## src/rtl/plot_pkg.sv

```systemverilog
// Shared types and screen geometry for the VGA pixel write-port arbiter.
package plot_pkg;
  localparam int X_W      = 8;
  localparam int Y_W      = 7;
  localparam int C_W      = 9;
  localparam int SCREEN_W = 160;
  localparam int SCREEN_H = 120;

  typedef struct packed {
    logic [X_W-1:0] x;
    logic [Y_W-1:0] y;
    logic [C_W-1:0] colour;
  } pixel_t;

  typedef enum logic {
    IDLE  = 1'b0,
    GRANT = 1'b1
  } arb_state_t;
endpackage

```

## src/rtl/plot_arbiter_rr_pick.sv

```systemverilog
// Combinational round-robin picker: first set request at or after i_ptr, with wrap.
module rr_pick #(
  parameter int NUM_REQ = 4
) (
  input  logic [NUM_REQ-1:0]         i_req,
  input  logic [$clog2(NUM_REQ)-1:0] i_ptr,
  output logic [NUM_REQ-1:0]         o_win,
  output logic                       o_any
);
  localparam int PW = $clog2(NUM_REQ);

  int unsigned     w_idx;
  logic [PW-1:0]   w_sel;

  always_comb begin
    o_win = '0;
    o_any = 1'b0;
    w_idx = '0;
    w_sel = '0;
    for (int unsigned i = 0; i < NUM_REQ; i++) begin
      w_idx = (32'(i_ptr) + i) % NUM_REQ;
      w_sel = w_idx[PW-1:0];
      if (!o_any && i_req[w_sel]) begin
        o_win[w_sel] = 1'b1;
        o_any        = 1'b1;
      end
    end
  end
endmodule

```

## src/rtl/plot_arbiter.sv

```systemverilog
// Round-robin arbiter sharing the VGA adapter write port between pixel producers,
// with bounded bursts, off-screen clipping and a registered write port.
module plot_arbiter
  import plot_pkg::X_W, plot_pkg::Y_W, plot_pkg::C_W;
#(
  parameter int NUM_REQ   = 4,
  parameter int BURST_MAX = 16,
  parameter int SCREEN_W  = 160,
  parameter int SCREEN_H  = 120
) (
  input  logic                   clock,
  input  logic                   resetn,
  input  logic [NUM_REQ-1:0]     req,
  input  logic [NUM_REQ-1:0]     last,
  input  logic [NUM_REQ*X_W-1:0] reqX,
  input  logic [NUM_REQ*Y_W-1:0] reqY,
  input  logic [NUM_REQ*C_W-1:0] reqColour,
  output logic [NUM_REQ-1:0]     gnt,
  output logic [X_W-1:0]         oX,
  output logic [Y_W-1:0]         oY,
  output logic [C_W-1:0]         oColour,
  output logic                   oPlot,
  output logic                   busy,
  output logic                   clip_err
);
  import plot_pkg::*;

  localparam int PW = $clog2(NUM_REQ);
  localparam int CW = $clog2(BURST_MAX + 1);

  arb_state_t         r_state;
  logic [NUM_REQ-1:0] r_gnt;
  logic [PW-1:0]      r_ptr;
  logic [CW-1:0]      r_cnt;
  pixel_t             r_px;
  logic               r_plot;
  logic               r_clip;

  logic [NUM_REQ-1:0] w_win;
  logic               w_any;
  logic [PW-1:0]      w_gidx;
  pixel_t             w_px;
  logic               w_req_g;
  logic               w_last_g;
  logic               w_onscr;
  logic               w_full;
  logic [CW-1:0]      w_cnt_nxt;
  logic [PW-1:0]      w_ptr_nxt;

  rr_pick #(.NUM_REQ(NUM_REQ)) u_pick (
    .i_req (req),
    .i_ptr (r_ptr),
    .o_win (w_win),
    .o_any (w_any)
  );

  always_comb begin
    w_gidx = '0;
    for (int unsigned i = 0; i < NUM_REQ; i++) begin
      if (r_gnt[i]) w_gidx = PW'(i);
    end
    w_px.x      = reqX[w_gidx*X_W +: X_W];
    w_px.y      = reqY[w_gidx*Y_W +: Y_W];
    w_px.colour = reqColour[w_gidx*C_W +: C_W];
    w_req_g     = |(req & r_gnt);
    w_last_g    = |(last & r_gnt);
    w_onscr     = (int'(w_px.x) < SCREEN_W) && (int'(w_px.y) < SCREEN_H);
    w_cnt_nxt   = r_cnt + CW'(1);
    w_full      = (w_cnt_nxt == CW'(BURST_MAX));
    w_ptr_nxt   = (w_gidx == PW'(NUM_REQ - 1)) ? '0 : w_gidx + PW'(1);
  end

  always_ff @(posedge clock or negedge resetn) begin
    if (!resetn) begin
      r_state <= IDLE;
      r_gnt   <= '0;
      r_ptr   <= '0;
      r_cnt   <= '0;
      r_px    <= '0;
      r_plot  <= 1'b0;
      r_clip  <= 1'b0;
    end else begin
      r_plot <= 1'b0;
      case (r_state)
        IDLE: begin
          if (w_any) begin
            r_gnt   <= w_win;
            r_cnt   <= '0;
            r_state <= GRANT;
          end
        end
        GRANT: begin
          if (!w_req_g) begin
            r_gnt   <= '0;
            r_ptr   <= w_ptr_nxt;
            r_state <= IDLE;
          end else begin
            r_cnt <= w_cnt_nxt;
            // Clipped pixels complete the handshake but leave the write port untouched.
            if (w_onscr) begin
              r_plot <= 1'b1;
              r_px   <= w_px;
            end else begin
              r_clip <= 1'b1;
            end
            if (w_last_g || w_full) begin
              r_gnt   <= '0;
              r_ptr   <= w_ptr_nxt;
              r_state <= IDLE;
            end
          end
        end
        default: r_state <= IDLE;
      endcase
    end
  end

  assign gnt      = r_gnt;
  assign oX       = r_px.x;
  assign oY       = r_px.y;
  assign oColour  = r_px.colour;
  assign oPlot    = r_plot;
  assign busy     = (r_state == GRANT);
  assign clip_err = r_clip;
endmodule

```

## config.mk

```make
export PLATFORM = sky130hd
export DESIGN_NAME = plot_arbiter
export DESIGN_NICKNAME = d
export VERILOG_FILES = /design/src/rtl/plot_pkg.sv /design/src/rtl/plot_arbiter_rr_pick.sv /design/src/rtl/plot_arbiter.sv
export SDC_FILE = /design/constraint.sdc
export NUM_CORES = 1
export LEC_CHECK = 0
export ABC_AREA = 1
export CAP_MARGIN = 10
export CORE_MARGIN = 2
export CORE_UTILIZATION = 42
export CTS_CLUSTER_SIZE = 10
export DETAILED_ROUTE_END_ITERATION = 7
export PLACE_DENSITY = 0.85
export SYNTH_ARGS = -nofsm -noshare
export SYNTH_HDL_FRONTEND = slang
export SYNTH_SLANG_ARGS = --single-unit
```

## constraint.sdc

```tcl
create_clock -name clock -period 2.3 [get_ports clock]
set_clock_uncertainty 0.05 [all_clocks]
set_input_delay 0.46 -clock clock [delete_from_list [all_inputs] [get_ports clock]]
set_output_delay 0.46 -clock clock [all_outputs]
set_load 0.02 [all_outputs]
```

**Word-level counts from Yosys, hierarchy flattened**

Index checks and enable logic that the tools add are counted.

- Add/subtract/negate cells: 5
- Multipliers: 2
- $lt $le $gt $ge: 10
- Eq/ne operators: 6
- Shift operators: 3
- Mux-type cells: 44
- Bitwise gates (word level): 7
- Reduce and logical (&&, ||, !) cells: 19

Operator list:

| operator | count |
|---|---|
| 36-bit by 7-bit variable part select with 9-bit output | 1 |
| 32-bit by 6-bit variable part select with 8-bit output | 1 |
| 4-bit 2-to-1 mux | 7 |
| 28-bit by 6-bit variable part select with 7-bit output | 1 |
| 1-bit 2-to-1 mux | 19 |
| 2-bit by 3-bit less-than comparator with 1-bit output, second input constant | 4 |
| 4-bit bitwise OR | 3 |
| 2-bit 2-to-1 mux | 5 |
| 5-bit 2-to-1 mux | 2 |
| 5-bit case mux with 2 select lines | 1 |
| 4-bit AND | 2 |
| 1-bit binary-select mux with 2-bit select | 4 |
| 1-bit demux with 2-bit select | 4 |
| 2-bit by 1-bit >= comparator with 1-bit output, second input constant | 4 |
| 1-bit logical AND | 8 |
| 8-bit less-than comparator, second input constant | 1 |
| 4-bit case mux with 2 select lines | 1 |
| 4-bit OR reduction | 2 |
| 7-bit less-than comparator, second input constant | 1 |
| 2-bit by 4-bit multiplier with 6-bit output, second input constant | 1 |
| 2-bit by 1-bit != test with 1-bit output, second input constant | 3 |
| 2-bit AND reduction | 3 |
| 3-bit AND reduction | 2 |
| 5-bit by 1-bit adder with 5-bit output, second input constant | 1 |
| 10 further kinds | 15 |

- Register bits: 38
- Input port bits: 106
- Word-level logic and storage cells: 105

**Depth between registers and ports, before layout**

- Depth in word-level cells: 14
- Depth in mapped cells: 13
- Depth with buffers taken out: 12

**Cells and area by module**

A second synthesis with hierarchy kept.

- Cell total of the unflattened synthesis: 461
- Area total of the unflattened synthesis: 3,016.6 um^2

By module, submodules not included:

| module | times used | cells an instance | area an instance (um^2) | sequential area each (um^2) |
|---|---|---|---|---|
| plot_arbiter | 1 | 385 | 2,597.5 | 950.9 |
| rr_pick | 1 | 76 | 419.2 | 0.0 |

**Least setup slack after synthesis**

OpenSTA, ideal clock, no wires.

- Path kind: flip-flop to flip-flop
- Start: register r_ptr[0]
- End: register r_state (netlist: busy)
- Arrival time: 1.722 ns
- Data required time: 2.119 ns
- Slack: 0.397 ns
- Stages on the path, launching flop included: 12
- Path buffers: 1
- Period minus slack after synthesis: 1.903 ns
- Cells stage by stage: dfrtp_1 -> clkbuf_2 -> inv_1 -> ha_1 -> inv_1 -> nand2_1 -> nand2_1 -> nand2_1 -> nor2_2 -> nand2_1 -> nand2_2 -> o21ai_0

- Cells in the longest elaborated chain, start to end: 14
- Elaborated cells between the ends (all ways): 23

Ends and longest elaborated chain:

| what | RTL line | text |
|---|---|---|
| from (decl) | plot_arbiter.sv:33 | `logic [PW-1:0] r_ptr;` |
| from (signal assigned) | plot_arbiter.sv:95 | `r_ptr <= w_ptr_nxt;` |
| from (signal assigned) | plot_arbiter.sv:108 | `r_ptr <= w_ptr_nxt;` |
| branches (longest 11 deep; another with 2-bit by 1-bit adder with 2-bit output) | -- |  |
| 1-bit 2-to-1 mux (*) | plot_arbiter_rr_pick.sv:23 | `if (!o_any && i_req[w_sel]) begin` |
| 1-bit 2-to-1 mux (*) | plot_arbiter.sv:86 | `if (w_any) begin` |
| 1-bit case mux with 2 select lines (*) | plot_arbiter.sv:84 | `case (r_state)` |
| to (signal assigned) | plot_arbiter.sv:89 | `r_state <= GRANT;` |
| to (signal assigned) | plot_arbiter.sv:96 | `r_state <= IDLE;` |
| to (signal assigned) | plot_arbiter.sv:109 | `r_state <= IDLE;` |
| to (decl) | plot_arbiter.sv:31 | `arb_state_t r_state;` |

Mark *: on every way between the ends. The select of a mux whose other input is x is not followed.
A chain may end at the register's enable or synchronous reset.

**Worst setup path in the final report**

- Start: register r_gnt[3] (netlist: gnt[3])
- End: register r_px, in the netlist oX[5]

- Cells in the longest elaborated chain, start to end: 6
- Elaborated cells between the ends (all ways): 10

Ends and longest elaborated chain:

| what | RTL line | text |
|---|---|---|
| from (decl) | plot_arbiter.sv:32 | `logic [NUM_REQ-1:0] r_gnt;` |
| from (signal assigned) | plot_arbiter.sv:87 | `r_gnt <= w_win;` |
| 2-bit 2-to-1 mux | plot_arbiter.sv:60 | `if (r_gnt[i]) w_gidx = PW'(i);` |
| 2-bit by 3-bit multiplier with 5-bit output | plot_arbiter.sv:63 | `w_px.y = reqY[w_gidx*Y_W +: Y_W];` |
| 28-bit by 6-bit variable part select with 7-bit output | plot_arbiter.sv:63 |  |
| 7-bit less-than comparator | plot_arbiter.sv:67 | `w_onscr = (int'(w_px.x) < SCREEN_W) && (int'(w_px.y) < SCREEN_H);` |
| 1-bit logical AND | plot_arbiter.sv:67 |  |
| 3-bit AND reduction (no line) | -- |  |
| to (signal assigned) | plot_arbiter.sv:102 | `r_px <= w_px;` |
| to (decl) | plot_arbiter.sv:35 | `pixel_t r_px;` |

Parallel ways exist; a longest one is shown, timed or not.

==> reports/metrics.csv <==
metric;value;unit
cp_max_fo;25;
cts_tree;built;
die_w;87.9;µm
fin_cells;686;
ant_nets;0;
firstDrtPassIters;4;
power.density;1060;nW/µm²
crit_path_end_kind;flip-flop;
clk_latency;0.29;ns
layout_commonest_cell;nand2_1;
period_share;92.5;%
min_path_type;primary input to asynchronous set/reset pin;
wirelength;9.43;mm
crit_required;2.42;ns
die-area;7720;µm²
setup_viol_count_final;0;
nets;703;
slew_viol_final;0;
placed_cells;678;
r2r-start;gnt[3];
clockRootBuffer;clkbuf_8;
wl_per_cell;13.7;µm
whs;0.214;ns
fmax;470;MHz
grt_pass1_vias;3222;
clkTransAtPathRegs;0.07;ns
hold_buffers;0;
start_util;43.5;%
seq_area_frac_synth;32.2;%
grt_usage;25.0;%
drive_gt1_share;7.12;%
final.setup.tns;0;ns
p_seq_share;23.4;%
ir_drop;0.486;mV
syn_inst;457;
ys_types;26;
cts_buffers;5;
power.total;4.75;mW
die_height;87.9;µm
internal_power;2.42;mW
antenna_found_initial;0;
cp_data_arrival_time;2.25;ns
ys_ff_latch;38;
syn_nets;571;
switching_share;49.0;%
crit_type;flip-flop to flip-flop;
row_count;30;
synth_warnings;0;
clock-sinks;38;
via_per_inst;5.04;
syn_area_per_cell;6.46;µm²
grt_pass1_wl;15.3;mm
drt_iter0_markers;266;
p_leak;2.22;nW
relSlewSlack;45.9;%
syn2layout_area_growth;52.2;%
layout_common_cells;140 x nand2_1, 135 x clkdlybuf4s50_1, 61 x o21ai_0;
outcome;complete, no violations;
diodes;0;
p_switching;2.33;mW
comb_power_share;65.5;%
ios;137;
num_vias;3460;
io_buffers;136;
min_period;2.13;ns
dp_hpwl;7.35;mm
place_congestion;0.936;
final_hold_viol_count;0;
clkPwrFrac;11.1;%
core_area;6790;µm²
grt_start_max_net_pins;52;
worstMarginPinSlew;0.811;ns
rsz0062_at_grt;false;
clock_path_buffers;2;
gr-total-overflow;0;
max-cap-violations;0;
ctsResizeCount;0;
post-cts-setup-buffers;0;
drc_errors;0;
cp-startpoint;gnt[3];
syn_area;2950;µm²
crit_path_start_kind;flip-flop;
cts-htree-levels;2;
path summary, 6_finish.rpt:
path / to / slack (ns) / cells past startpoint
max: oX[5] / 0.17 / 10
min: oPlot / 0.21 / 1
max reg2reg: oX[5] / 0.17 / 10
min reg2reg: oY[3] / 0.43 / 2
max in group asynchronous: gnt[3] / 1.43 / 1
min in group clock: oY[3] / 0.43 / 2
logic make-up (layout without fill, tap and decap cells):
| kind of cell | count (synthesis) | in the layout | synth area share (%) |
|---|---|---|---|
| buffers and inverters | 79 | 212 | 11.7 |
| flip-flops | 38 | 38 | 32.2 |
| adder cells (fa/ha/maj) | 8 | 8 | 3.39 |
| AND/OR/NAND/NOR | 244 | 244 | 36.7 |
| XOR/XNOR | 2 | 2 | 0.593 |
| AO/OA/AOI/OAI | 86 | 86 | 15.4 |
worst max-delay path, stage by stage (launching register included):
cell     delay (ns)
dfrtp_2        0.48
inv_2          0.22
nand2_4        0.14
nor2_1         0.12
nor2_1         0.04
nand2_1        0.11
nand2_2        0.09
nand2_4        0.23
nand3_4        0.30
nand2_1        0.15
nand2_1        0.07
cell usage after synthesis:
cell	count	area share (%)
a21oi_1	18	3.0
a21oi_2	1	0.30
a22o_1	4	1.2
buf_2	6	1.0
buf_4	5	1.3
buf_6	3	1.1
clkbuf_1	8	1.0
clkbuf_2	1	0.17
dfrtp_1	38	32
ha_1	8	3.4
inv_1	54	6.9
inv_2	2	0.25
nand2_1	140	18
nand2_2	2	0.42
nand2_4	4	1.5
nand3_1	28	4.7
nand3_2	1	0.34
nand3_4	1	0.59
nand4_1	24	5.1
nor2_1	37	4.7
nor2_2	1	0.21
o211ai_1	1	0.25
o21ai_0	61	10
o21ai_2	1	0.30
or2_2	6	1.3
xor2_1	2	0.59
per-layer routing:
metal	vias to the layer above	wire length [µm]	GRT usage (%)
met5	-	0	0
met4	0	246	8.11
met3	22	625	3.58
met2	138	4610	41.5
met1	1562	3950	33.5
li1	1738	-	-
flip-flops by register name (all words and copies together) (netlist names):
name	flops
oColour	9
oX	8
oY	7
r_cnt	5
gnt	4
r_ptr	2
busy	1
clip_err	1
oPlot	1
stage by stage:
| stage | instance area, µm² | util (%) | worst slack (ns) |
|---|---|---|---|
| 3_3_place_gp | 4380 | 64.5 | 0.0918 |
| 4_1_cts | 4490 | 66.2 | 0.0980 |
| 5_1_grt | 4500 | 66.2 | 0.00995 |
| 6_report | 4500 | 66.2 | 0.172 |
| 3_5_place_dp | 4380 | 64.5 | 0.0182 |
| 2_1_floorplan | 2950 | - | 0.397 |
layout make-up:
cell class              instances  area, µm²
clock buffers                   8        110
fillers                       610       2300
inverters                      56        210
multi-input cells             340       1660
flip-flops and latches         38        953
well taps                      96        120
repair buffers                148       1450
power groups by stage:
| stage | sequential (mW) | combinational (mW) | clock (mW) |
|---|---|---|---|
| after floorplan | 1.35 | 1.74 | 0 |
| after global placement | 1.11 | 2.99 | 0 |
| after detailed placement | 1.11 | 3.09 | 0 |
| after CTS | 1.11 | 3.11 | 0.527 |
| after global routing | 1.14 | 3.48 | 0.551 |
| final | 1.11 | 3.11 | 0.527 |
(Power assumes the default switching activity.)
